--- config.mk ---
export PLATFORM = sky130hd
export DESIGN_NAME = antidiff_cascade
export DESIGN_NICKNAME = d
export VERILOG_FILES = /design/src/rtl/usf_pkg.sv /design/src/rtl/antidiff_stage.sv /design/src/rtl/antidiff_cascade.sv
export SDC_FILE = /design/constraint.sdc
export NUM_CORES = 1
export LEC_CHECK = 0
export BUFFER_PORTS_ARGS = -buffer_cell sky130_fd_sc_hd__buf_2
export CORE_ASPECT_RATIO = 1.75
export CORE_MARGIN = 5
export CORE_UTILIZATION = 50
export DETAILED_ROUTE_END_ITERATION = 16
export GPL_TIMING_DRIVEN = 0
export PLACE_DENSITY = 0.69
export RECOVER_POWER = 25
export SLEW_MARGIN = 20
export SYNTH_ARGS = -nofsm -noshare
export SYNTH_HDL_FRONTEND = slang
export SYNTH_HIERARCHICAL = 1
export SYNTH_SLANG_ARGS = --single-unit
--- constraint.sdc ---
create_clock -name clk -period 2.7 [get_ports clk]
set_clock_uncertainty 0.15 [all_clocks]
set_input_delay 0.135 -clock clk [delete_from_list [all_inputs] [get_ports clk]]
set_output_delay 0.135 -clock clk [all_outputs]
set_load 0.05 [all_outputs]
--- src/rtl/usf_pkg.sv ---
// Shared types and arithmetic for the USF recovery datapath accumulators.
// sat_add works on 64-bit sign-extended operands so any accumulator width up to 63 bits can use it.
package usf_pkg;

    typedef enum logic {
        AD_WRAP = 1'b0,
        AD_SAT  = 1'b1
    } ad_mode_e;

    typedef enum logic [1:0] {
        ST_IDLE,
        ST_PROP,
        ST_HOLD
    } ad_state_e;

    localparam int SA_W = 64;
    typedef logic signed [SA_W-1:0] sa_word_t;
    localparam logic signed [SA_W:0] SA_ONE = 1;

    // Returns {ovf, sum}. Callers keep the low w bits of sum.
    // In wrap mode those low bits are the modular result.
    function automatic logic [SA_W:0] sat_add(input sa_word_t a, input sa_word_t b,
                                              input ad_mode_e mode, input int w);
        logic signed [SA_W:0] sum;
        logic signed [SA_W:0] hi;
        logic signed [SA_W:0] lo;
        logic hit;
        sum = {a[SA_W-1], a} + {b[SA_W-1], b};
        hi  = (SA_ONE <<< (w - 1)) - SA_ONE;
        lo  = -(SA_ONE <<< (w - 1));
        hit = 1'b0;
        if (mode == AD_SAT) begin
            if (sum > hi) begin
                sum = hi;
                hit = 1'b1;
            end else if (sum < lo) begin
                sum = lo;
                hit = 1'b1;
            end
        end
        return {hit, sum[SA_W-1:0]};
    endfunction

endpackage

--- src/rtl/antidiff_stage.sv ---
// One running-sum stage: q <= f(q + addend) when enabled.
// ovf_o is sticky and only set by a saturating add.
module antidiff_stage
    import usf_pkg::*;
#(
    parameter int       W    = 16,
    parameter ad_mode_e MODE = AD_WRAP
) (
    input  logic         clk,
    input  logic         reset,
    input  logic         clear,
    input  logic         en,
    input  logic [W-1:0] addend,
    output logic [W-1:0] q,
    output logic         ovf_o
);

    sa_word_t q_ext;
    sa_word_t addend_ext;

    assign q_ext      = {{(SA_W - W){q[W-1]}}, q};
    assign addend_ext = {{(SA_W - W){addend[W-1]}}, addend};

    // NOTE: sequential state uses non-blocking assignments; reset and clear override en.
    always_ff @(posedge clk) begin
        if (reset || clear) begin
            q     <= '0;
            ovf_o <= 1'b0;
        end else if (en) begin
            q     <= W'(sat_add(q_ext, addend_ext, MODE, W));
            ovf_o <= ovf_o | 1'(sat_add(q_ext, addend_ext, MODE, W) >> SA_W);
        end
    end

endmodule

--- src/rtl/antidiff_cascade.sv ---
// Runtime-order anti-difference operator: up to MAX_ORDER cascaded running sums.
// One stage is written per cycle, and the result is held until downstream takes it.
module antidiff_cascade
    import usf_pkg::*;
#(
    parameter int       W         = 16,
    parameter int       MAX_ORDER = 4,
    parameter ad_mode_e MODE      = AD_WRAP,
    localparam int      OW        = $clog2(MAX_ORDER + 1)
) (
    input  logic          clk,
    input  logic          reset,
    input  logic          clear,
    input  logic [OW-1:0] order_i,
    input  logic          in_valid,
    output logic          in_ready,
    input  logic [W-1:0]  in_data,
    output logic          out_valid,
    input  logic          out_ready,
    output logic [W-1:0]  out_data,
    output logic          ovf
);

    ad_state_e              state;
    logic [OW-1:0]          order_q;
    logic [OW-1:0]          order_eff;
    logic [OW-1:0]          k;
    logic                   accept;
    logic [MAX_ORDER-1:0]   stage_en;
    logic [MAX_ORDER-1:0]   stage_ovf;
    logic [W-1:0]           stage_q [MAX_ORDER];
    logic [W-1:0]           addend  [MAX_ORDER];

    assign in_ready = !clear && (state == ST_IDLE || (state == ST_HOLD && out_ready));
    assign accept   = in_valid && in_ready;
    assign ovf      = |stage_ovf;

    // NOTE: every always_comb output gets a default first, so no latch is inferred.
    always_comb begin
        order_eff = order_i;
        if (order_i == '0) begin
            order_eff = OW'(1);
        end else if (order_i > OW'(MAX_ORDER)) begin
            order_eff = OW'(MAX_ORDER);
        end
    end

    always_comb begin
        out_data = '0;
        for (int i = 0; i < MAX_ORDER; i++) begin
            if (order_q == OW'(i + 1)) begin
                out_data = stage_q[i];
            end
        end
    end

    for (genvar i = 0; i < MAX_ORDER; i++) begin : g_stage
        if (i == 0) begin : g_first
            assign stage_en[i] = accept;
            assign addend[i]   = in_data;
        end else begin : g_next
            assign stage_en[i] = (state == ST_PROP) && (k == OW'(i));
            assign addend[i]   = stage_q[i-1];
        end

        antidiff_stage #(
            .W    (W),
            .MODE (MODE)
        ) u_stage (
            .clk    (clk),
            .reset  (reset),
            .clear  (clear),
            .en     (stage_en[i]),
            .addend (addend[i]),
            .q      (stage_q[i]),
            .ovf_o  (stage_ovf[i])
        );
    end

    always_ff @(posedge clk) begin
        if (reset || clear) begin
            state     <= ST_IDLE;
            order_q   <= OW'(1);
            k         <= '0;
            out_valid <= 1'b0;
        end else begin
            case (state)
                ST_IDLE, ST_HOLD: begin
                    if (accept) begin
                        order_q <= order_eff;
                        if (order_eff == OW'(1)) begin
                            state     <= ST_HOLD;
                            out_valid <= 1'b1;
                        end else begin
                            state     <= ST_PROP;
                            k         <= OW'(1);
                            out_valid <= 1'b0;
                        end
                    end else if (state == ST_HOLD && out_ready) begin
                        state     <= ST_IDLE;
                        out_valid <= 1'b0;
                    end
                end
                ST_PROP: begin
                    if (k == order_q - OW'(1)) begin
                        state     <= ST_HOLD;
                        out_valid <= 1'b1;
                    end else begin
                        k <= k + OW'(1);
                    end
                end
                default: begin
                    state     <= ST_IDLE;
                    out_valid <= 1'b0;
                end
            endcase
        end
    end

endmodule
==> out/results.txt, run 1 <==
Mapped Avg Cell Area - 8.28 um^2
Largest voltage drop on the vdd net - 0.246 mV
Design Power - 2.43 mW
Last weighted congestion value of the routability-driven placer - 0.908
Kind of start point of the critical path - flop
Post-placement cell count - 959
Post-synthesis register bit count - 72
Lkg Pwr - 2.94 nW
Initial antenna violation count - 0
Width of the chip - 94.2 um
Critical path's slowest cell - dfxtp_2
Overall die area - 0.0148 mm^2
Arr. time, crit path - 2.34 ns
Register-to-Register Path Depth - 8
Setup total negative slack - 0 ns
Longest Clk Path Bufs - 2
Maximum Capacitance Violations - 0
Hold EP - order_q[0]$_SDFFE_PP1P_
Crit share post-route - 97.3%
Vias in the first global route - 5,956
Worst reg-to-reg setup slack - 0.10 ns
Number of filler cells placed in the layout - 1,162
Die H - 157 um
Asr flop ratio synth - 0%
Inserted Clock Buffers - 9
Transition time at the pin with the least slew margin - 0.675 ns
Clock slew at reported path FFs - 0.05 ns
Number of clock sinks seen by CTS - 72
Sw Share - 26.5%
Setup-violating endpoint count in the final report - 0
Cell area after placement - 0.00662 mm^2
Overflow left after global routing - 0
Start point of the worst hold path - order_i[0]
Post-synthesis cell area - 0.00621 mm^2
Most common library cells after synthesis - 78 x nor2_1, 72 x dfxtp_1, 69 x ha_1
Place WS - -0.0814 ns
Filler-free cell count of the finished design - 976
Number of rows created at floorplan - 54
Dominant cell type by area after synthesis - dfxtp_1
All-layer global routing usage - 24.0%
Sequential fraction of the synthesis area - 23.2%
First-pass detailed-route iteration total - 4
Most frequently used flop master after synthesis - dfxtp_1
Minimum clock period after layout - 2.63 ns
Number of pins exceeding their max-slew limit in the final report - 0
Sequential cell area in the final layout - 0.00144 mm^2
Number of levels the H-tree was split into - 3
Req. time, crit path - 2.41 ns
Post-route cell area - 0.00693 mm^2
Slowest cell delay on critical path - 0.35 ns
Total area of multi-input combinational cells - 0.00453 mm^2
Relative slew margins - 55.0%
Run status - complete, no violations
Clock tree root driver cell - clkbuf_16
Antenna diode instance count - 0
IO buf count - 41
Wire length of the first global-routing pass - 28,100 um
Cell internal pwr - 1.78 mW
Effective utilization at floorplan - 50.5%
Number of top-level pins - 43
Skew-Pair Late Insertion Delay - 0.34 ns
Post-DP HPWL - 14,100 um
Cells along the critical path - inv_1, ha_1, and2_1, clkbuf_1, buf_2, a22oi_1, o21ai_1, clkbuf_4
CP max FO - 10
Number of flops mapped to enable cells by yosys - 0
Count leader, synth - nor2_1
Capturing point of the worst reg2reg path - g_stage[1].u_stage/q[12]$_SDFFE_PP0P_
Routed wire length - 17,400 um
DR iter-0 viols - 256
Worst hold path type - in -> reg
Total DRC errors in the routed layout - 0
Antenna-violating nets left - 0
Sequential fraction of design power - 44.7%
Element type at the critical path end - primary output
Critical path start-end classification - reg -> out
Standard cell core area - 0.0123 mm^2
Pin count of the biggest net entering global routing - 14
Post-layout nets - 901
Vias after detailed routing - 5,909
Startpoint of the worst-slack reg-to-reg timing path - g_stage[0].u_stage/q[0]$_SDFFE_PP0P_
Synthesized Nets - 847
Combinational share of power - 11.7%
Switching power of the nets - 0.643 mW
Number of instances on the worst hold path - 4
WHS - 0.0230 ns
Maximum frequency from static timing analysis - 0.381 GHz
Worst path setup slack after routing - 0.0737 ns
Wire per inst - 17.8 um
Post-synth top area share - 23.2%
Cell count after synthesis - 750
Fraction of final layout cells with drive strength greater than 1 - 14.1%
Number of warnings reported in the yosys synthesis log - 6
Area growth from synthesis to final layout - 11.6%
CTS tree - yes
Cell types with the largest area share after synthesis - dfxtp_1 23%, ha_1 14%, nor2_1 4.7%
Final design utilization - 56.3%
Power density over the cells - 350 mW/mm^2
Final hold viol count - 0
Unique cell type count in the Yosys netlist - 69
Part of the power in the clock network - 43.6%
Routed vias/inst - 6.05
[layout by cell type (no fill, tap or decap), types with 5 or more instances in the layout]
| cell type | n |
|---|---|
| o211ai_1 | 6 |
| nor4_1 | 5 |
| nor2b_1 | 6 |
| buf_4 | 7 |
| clkinv_2 | 7 |
| nor3_1 | 16 |
| dfxtp_1 | 71 |
| a211o_1 | 5 |
| mux2i_1 | 27 |
| buf_2 | 41 |
| o21a_1 | 14 |
| ha_1 | 69 |
| nand2_1 | 39 |
| clkbuf_1 | 14 |
| o21bai_1 | 8 |
| and3_1 | 8 |
| a21o_1 | 20 |
| clkbuf_16 | 9 |
| nand3_1 | 27 |
| a31oi_1 | 10 |
| a22oi_1 | 38 |
| xnor2_1 | 24 |
| nor2_1 | 78 |
| a21oi_2 | 6 |
| inv_1 | 16 |
| clkbuf_2 | 5 |
| a211oi_2 | 6 |
| and3_4 | 6 |
| a211oi_1 | 15 |
| xor2_1 | 16 |
| o21ai_1 | 25 |
| a21oi_1 | 44 |
| o21ai_0 | 35 |
[how the worst max path moves through the flow]
stage	slack, ns	start	endpoint
after global placement	-0.01	order_q[0]$_SDFFE_PP1P_	out_data[9]
after global routing	-0.01	order_q[1]$_SDFFE_PP0P_	out_data[9]
after detailed placement	-0.08	g_stage[2].u_stage/q[0]$_SDFFE_PP0P_	g_stage[3].u_stage/q[10]$_SDFFE_PP0P_
after floorplan	0.26	order_q[0]$_SDFFE_PP1P_	out_data[10]
final	0.07	order_q[0]$_SDFFE_PP1P_	out_data[9]
after CTS	0.002	order_q[0]$_SDFFE_PP1P_	out_data[9]
[cell type report]
type                    count  share of cell area [%]
repair buffers             43                    3.25
multi-input cells         626                    65.4
flip-flops and latches     72                    20.8
clock buffers              10                    3.31
clock inverters             5                   0.361
inverters                  18                    1.01
well taps                 168                    3.03
plain buffers              34                    2.82
[flip-flops by register name, summed over array words and instances (netlist names)]
signal,count
k,3
g_stage.u_stage/q,64
order_q,3
state,2
[worst max-delay path: cells and delay by family, from the launching register on]
kind / cells / cell delay, ns
compound gates: 2 / 0.32
buf+inv: 4 / 1.07
fa+ha+maj: 1 / 0.15
simple gates: 1 / 0.12
flops: 1 / 0.35
[timing repair]
| item | 4_1_cts | 5_1_grt |
|---|---|---|
| pin swaps | 1 | 0 |
| hold endpoints to repair | 2 | 0 |
| buffers inserted | 1 | 0 |
| setup endpoints to repair | 14 | 15 |
| resized for setup | 10 | 11 |
| hold buffers | 1 | 0 |
| cloned | 0 | 0 |
[metal layers]
metal / up-vias / GRT usage, % / share of wire, %
li1: 2918 / - / -
met1: 2804 / 23.2 / 36
met3: 61 / 2.82 / 2.4
met5: - / 0 / 0
met2: 126 / 46.8 / 55
met4: 0 / 14.6 / 5.7
[power groups by stage]
stage,Clock [mW],Combinational [mW],Sequential [mW]
3_5_place_dp,0,0.276,1.11
4_1_cts,1.07,0.282,1.09
3_3_place_gp,0,0.266,1.11
2_1_floorplan,0,0.198,1.10
6_report,1.06,0.283,1.09
5_1_grt,1.12,0.306,1.09
[kinds of logic (layout without fill, tap and decap cells)]
kind of cell | after synthesis | count (layout) | share of synthesized area, %
other cells | 4 | 4 | 0.242
buf+inv | 52 | 110 | 4.13
xor+xnor | 41 | 41 | 6.01
fa+ha+maj | 73 | 73 | 15.2
mux | 27 | 27 | 4.35
simple gates | 219 | 219 | 18.0
flops | 72 | 72 | 23.2
compound gates | 262 | 262 | 28.8
Note: power is estimated with default switching activity, not from simulation.
==> run 2, diff against run 1 <==
==> constraint.sdc (replaced) <==
create_clock -name clk -period 2.7 [get_ports clk]
set_clock_uncertainty 0.15 [all_clocks]
set_input_delay 0.405 -clock clk [delete_from_list [all_inputs] [get_ports clk]]
set_output_delay 0.405 -clock clk [all_outputs]
set_load 0.05 [all_outputs]
==> out/results.txt, run 2 (synthesis results as in run 1) <==
Run status - complete, no violations
Final design utilization - 58.2%
Maximum Capacitance Violations - 0
Standard cell core area - 0.0123 mm^2
Startpoint of the worst-slack reg-to-reg timing path - g_stage[1].u_stage/q[12]$_SDFFE_PP0P_
Die H - 157 um
Setup-violating endpoint count in the final report - 0
Number of pins exceeding their max-slew limit in the final report - 0
Most common library cell in the layout ignoring fill and taps - nor2_1
Design Power - 2.80 mW
Arr. time, crit path - 2.09 ns
Wire length of the first global-routing pass - 28,000 um
Flip-flop count of the largest register after layout - 64
Vias in the first global route - 5,817
CTS hold repair buffers - 0
Area growth from synthesis to final layout - 15.2%
Register with the highest flop count - g_stage.u_stage/q
Worst reg-to-reg setup slack - 0.11 ns
Antenna-violating nets left - 0
Capturing point of the worst reg2reg path - g_stage[2].u_stage/q[15]$_SDFFE_PP0P_
CP max FO - 10
Number of top-level pins - 43
Vias after detailed routing - 5,840
Post-route cell area - 0.00715 mm^2
Req. time, crit path - 2.14 ns
Clock tree root driver cell - clkbuf_16
Post-placement cell count - 959
Overall die area - 0.0148 mm^2
Power density over the cells - 392 mW/mm^2
Element type at the critical path end - primary output
Inserted Clock Buffers - 9
Total DRC errors in the routed layout - 0
Kind of start point of the critical path - flop
Wire per inst - 18.1 um
Fraction of final layout cells with drive strength greater than 1 - 16.5%
Critical Path Source - order_q[1]$_SDFFE_PP0P_
Number of rows created at floorplan - 54
Width of the chip - 94.2 um
Routed vias/inst - 5.98
Commonest cells after routing, fill and taps aside - 78 x nor2_1, 71 x dfxtp_1, 68 x ha_1
Relative slew margins - 52.3%
Overflow left after global routing - 0
Initial antenna violation count - 0
Largest registers - g_stage.u_stage/q (64), k (3), order_q (3)
All-layer global routing usage - 24.1%
Minimum clock period after layout - 2.65 ns
Number of filler cells placed in the layout - 1,146
Cell area after placement - 0.00666 mm^2
Worst hold path type - in -> reg
First-pass detailed-route iteration total - 5
Crit path to - out_data[9]
Largest voltage drop on the vdd net - 0.280 mV
Filler-free cell count of the finished design - 976
Lkg Pwr - 3.01 nW
Antenna diode instance count - 0
Pin count of the biggest net entering global routing - 14
Register-to-Register Path Depth - 7
Final hold viol count - 0
DR iter-0 viols - 294
Setup repair after global routing missed its margin - false
Maximum frequency from static timing analysis - 0.378 GHz
Crit share post-route - 98.0%
Skew-Pair Late Insertion Delay - 0.34 ns
Number of clock sinks seen by CTS - 72
Effective utilization at floorplan - 50.5%
WHS - 0.206 ns
Longest Clk Path Bufs - 2
Post-DP HPWL - 14,200 um
Number of levels the H-tree was split into - 3
Critical path start-end classification - reg -> out
IO buf count - 41
Transition time at the pin with the least slew margin - 0.715 ns
Last weighted congestion value of the routability-driven placer - 0.912
Clock slew at reported path FFs - 0.06 ns
Routed wire length - 17,700 um
Post-layout nets - 900
CTS tree - yes
run 2: how the worst min path moves through the flow:
stage / startpoint / endpoint / cells past startpoint
after floorplan: g_stage[3].u_stage/q[12]$_SDFFE_PP0P_ / g_stage[3].u_stage/q[12]$_SDFFE_PP0P_ / 2
after global placement: g_stage[3].u_stage/q[15]$_SDFFE_PP0P_ / g_stage[3].u_stage/q[15]$_SDFFE_PP0P_ / 2
after detailed placement: g_stage[3].u_stage/q[15]$_SDFFE_PP0P_ / g_stage[3].u_stage/q[15]$_SDFFE_PP0P_ / 2
after CTS: order_i[2] / order_q[2]$_SDFFE_PP0P_ / 3
after global routing: order_i[2] / order_q[2]$_SDFFE_PP0P_ / 3
final: order_i[2] / order_q[2]$_SDFFE_PP0P_ / 3
run 2: worst max-delay path: stages, from the launching register on:
cell and delay (ns):
dfxtp_1 0.40, inv_1 0.10, ha_1 0.18, and2_2 0.26
clkbuf_4 0.21, a22oi_1 0.27, o21ai_2 0.12, buf_4 0.21
run 2: cell type report:
cell class	instances	area (um^2)	share of cell area, %
sequential	72	1450	20.2
buffer	32	206	2.89
timing repair buffer	44	272	3.80
tap	168	210	2.94
inverter	18	70.1	0.980
multi-input combinational	626	4590	64.2
clock buffer	11	253	3.53
clock inverter	5	103	1.43
run 2: layer usage:
metal	vias up	track usage, %	share of wire (%)
met5	-	0	0
met4	0	14.3	5.4
li1	2909	-	-
met2	128	46.8	55
met1	2743	23.6	37
met3	60	2.82	2.6
run 2: what timing repair did:
action,CTS,global route
cloned,0,0
resized for setup,31,17
setup buffers,2,1
setup endpoints to repair,20,23
pin swaps,1,3
run 2: stage by stage:
stage / setup TNS (ns) / setup slack (ns)
5_1_grt: 0 / 0.000523
3_3_place_gp: -2.15 / -0.240
4_1_cts: 0 / 0.0222
3_5_place_dp: -2.79 / -0.283
2_1_floorplan: 0 / 0.237
6_report: 0 / 0.0533
run 2: where the power goes:
group	total, mW	internal [mW]	switching [mW]	leakage, nW
sequential	1.08	1.07	0.0135	0.581
clock	1.43	0.952	0.474	0.172
combinational	0.292	0.110	0.182	2.26
total	2.80	2.13	0.670	3.01
==> run 3, diff against run 2 <==
--- a/config.mk
+++ b/config.mk
@@ -11,7 +11,7 @@
 export CORE_UTILIZATION = 50
 export DETAILED_ROUTE_END_ITERATION = 16
 export GPL_TIMING_DRIVEN = 0
-export PLACE_DENSITY = 0.69
+export PLACE_DENSITY = 0.72
 export RECOVER_POWER = 25
 export SLEW_MARGIN = 20
 export SYNTH_ARGS = -nofsm -noshare
==> constraint.sdc (replaced) <==
create_clock -name clk -period 2.4 [get_ports clk]
set_clock_uncertainty 0.15 [all_clocks]
set_input_delay 0.36 -clock clk [delete_from_list [all_inputs] [get_ports clk]]
set_output_delay 0.36 -clock clk [all_outputs]
set_load 0.05 [all_outputs]
==> out/results.txt, run 3 (synthesis results as in run 1) <==
Run status - finished with violations
Violated checks - setup timing
First-pass detailed-route iteration total - 5
Critical path's slowest cell - dfxtp_4
Overflow left after global routing - 0
Overall die area - 0.0148 mm^2
Number of clock sinks seen by CTS - 72
Commonest cells after routing, fill and taps aside - 78 x nor2_1, 46 x ha_1, 46 x dfxtp_1
All-layer global routing usage - 25.0%
Uppermost layer routed - met4
Longest Clk Path Bufs - 2
Sum of buffers and inverters on the critical path - 4
Req. time, crit path - 1.89 ns
CTS tree - yes
Cells along the critical path - inv_4, ha_4, nor3b_4, buf_6, buf_8, a22oi_2, o21ai_2, buf_6
CP dominant cell by count - buf_6
Arr. time, crit path - 1.93 ns
Vias after detailed routing - 6,235
Inserted Clock Buffers - 9
CP max FO - 5
Design Power - 2.81 mW
Most common library cell in the layout ignoring fill and taps - nor2_1
Initial antenna violation count - 0
Gate family responsible for the most delay along the worst path - buffers and inverters
Lkg Pwr - 3.10 nW
Minimum clock period after layout - 2.44 ns
Area growth from synthesis to final layout - 27.6%
Width of the chip - 94.2 um
Power density over the cells - 355 mW/mm^2
Worst hold path type - in -> reg
Routed vias/inst - 6.28
Largest registers - g_stage.u_stage/q (64), k (3), order_q (3)
Number of rows created at floorplan - 54
Setup-violating endpoint count in the final report - 6
Crit share post-route - 102%
Met3 routed WL - 538 um
Number of levels the H-tree was split into - 3
Number of top-level pins - 43
Maximum Capacitance Violations - 0
Clock slew at reported path FFs - 0.06 ns
DR iter-0 viols - 345
Standard cell core area - 0.0123 mm^2
Effective utilization at floorplan - 50.5%
Routed length on met1 - 6790 um
Combinational share of power - 13.1%
Total met2 wirelength after detailed routing - 10,800 um
Post-DP HPWL - 14,200 um
Pin count of the biggest net entering global routing - 14
Switching power of the nets - 0.743 mW
Kind of start point of the critical path - flop
Element type at the critical path end - primary output
Total DRC errors in the routed layout - 0
Start point of the worst hold path - order_i[2]
Flip-flop count of the largest register after layout - 64
Register with the highest flop count - g_stage.u_stage/q
Cell internal pwr - 2.06 mW
Slowest cell delay on critical path - 0.40 ns
IO buf count - 41
Routed wire length - 19,300 um
Last weighted congestion value of the routability-driven placer - 0.952
Sequential cell area in the final layout - 0.00149 mm^2
Worst path setup slack after routing - -0.0400 ns
Critical Path Source - order_q[0]$_SDFFE_PP1P_
Relative slew margins - 54.6%
Transition time at the pin with the least slew margin - 0.680 ns
Wire length of the first global-routing pass - 29,200 um
Part of the power in the clock network - 43.6%
Fraction of final layout cells with drive strength greater than 1 - 30.9%
Skew-Pair Late Insertion Delay - 0.34 ns
Sw Share - 26.5%
Clock tree root driver cell - clkbuf_16
Largest voltage drop on the vdd net - 0.277 mV
Die H - 157 um
Final hold viol count - 0
Sequential fraction of design power - 43.3%
Startpoint of the worst-slack reg-to-reg timing path - g_stage[1].u_stage/q[11]$_SDFFE_PP0P_
Number of pins exceeding their max-slew limit in the final report - 0
Total area of multi-input combinational cells - 0.00515 mm^2
Setup repair after global routing missed its margin - true
Worst reg-to-reg setup slack - 0 ns
Post-layout nets - 917
Number of filler cells placed in the layout - 1,034
Antenna-violating nets left - 0
Antenna diode instance count - 0
Final design utilization - 64.4%
Setup total negative slack - -0.0754 ns
Wire per inst - 19.4 um
Critical path start-end classification - reg -> out
Maximum frequency from static timing analysis - 0.410 GHz
Vias in the first global route - 6,116
-- run 3: cell count changes in the layout (fill, tap and decap cells not counted), moves of 7 or more --
cell / change
a22oi_1: -27
a21oi_1: -8
o21ai_4: +7
buf_6: +9
dfxtp_4: +7
dfxtp_1: -25
ha_1: -22
dfxtp_2: +18
ha_4: +14
o21ai_1: -7
buf_4: +13
a22oi_2: +27
ha_2: +8
-- run 3: final timing paths --
kind | endpoint | cells after the start
worst max register to register | g_stage[2].u_stage/q[15]$_SDFFE_PP0P_ | 8
worst max-delay path | out_data[7] | 8
worst min-delay path | order_q[2]$_SDFFE_PP0P_ | 3
worst min register to register | k[2]$_SDFFE_PP0P_ | 1
-- run 3: what timing repair did --
action	4_1_cts	5_1_grt
buffers inserted	9	14
hold buffers	0	0
pin swaps	42	37
gates cloned	1	1
resized for setup	135	73
endpoints found under the setup margin	42	38
-- run 3: layout make-up --
cell class / count / share of cell area, %
multi-input cells: 626 / 65.0
clock buffers: 12 / 3.11
repair buffers: 65 / 6.51
clock inverters: 4 / 0.253
well taps: 168 / 2.65
flip-flops and latches: 72 / 18.9
inverters: 18 / 0.917
plain buffers: 28 / 2.69
-- run 3: worst min-delay path, stage by stage --
cell	delay [ns]
buf_2	0.12
mux2i_1	0.08
nor2_1	0.08
-- run 3: per-stage QoR --
| step | cell area, um^2 | std cells | hold WS [ns] | setup WS (ns) |
|---|---|---|---|---|
| floorplan | 6300 | 750 | 0.301 | -0.0179 |
| global placement | 6710 | 959 | 0.313 | -0.496 |
| detailed placement | 6710 | 959 | 0.325 | -0.511 |
| CTS | 7510 | 980 | 0.177 | -0.100 |
| global route | 7920 | 993 | 0.210 | -0.0792 |
| finish | 7920 | 993 | 0.179 | -0.0400 |
-- run 3: routing by layer --
metal	vias up	global-route usage [%]
met3	74	2.77
li1	2951	-
met2	180	49.2
met1	3030	23.7
met4	0	15.8
met5	-	0
-- run 3: power by group through the flow --
stage	Combinational, mW	Clock, mW	Sequential (mW)
after floorplan	0.228	0	1.24
after global placement	0.304	0	1.25
after detailed placement	0.315	0	1.25
after CTS	0.350	1.24	1.22
after global routing	0.393	1.29	1.22
final	0.367	1.23	1.22
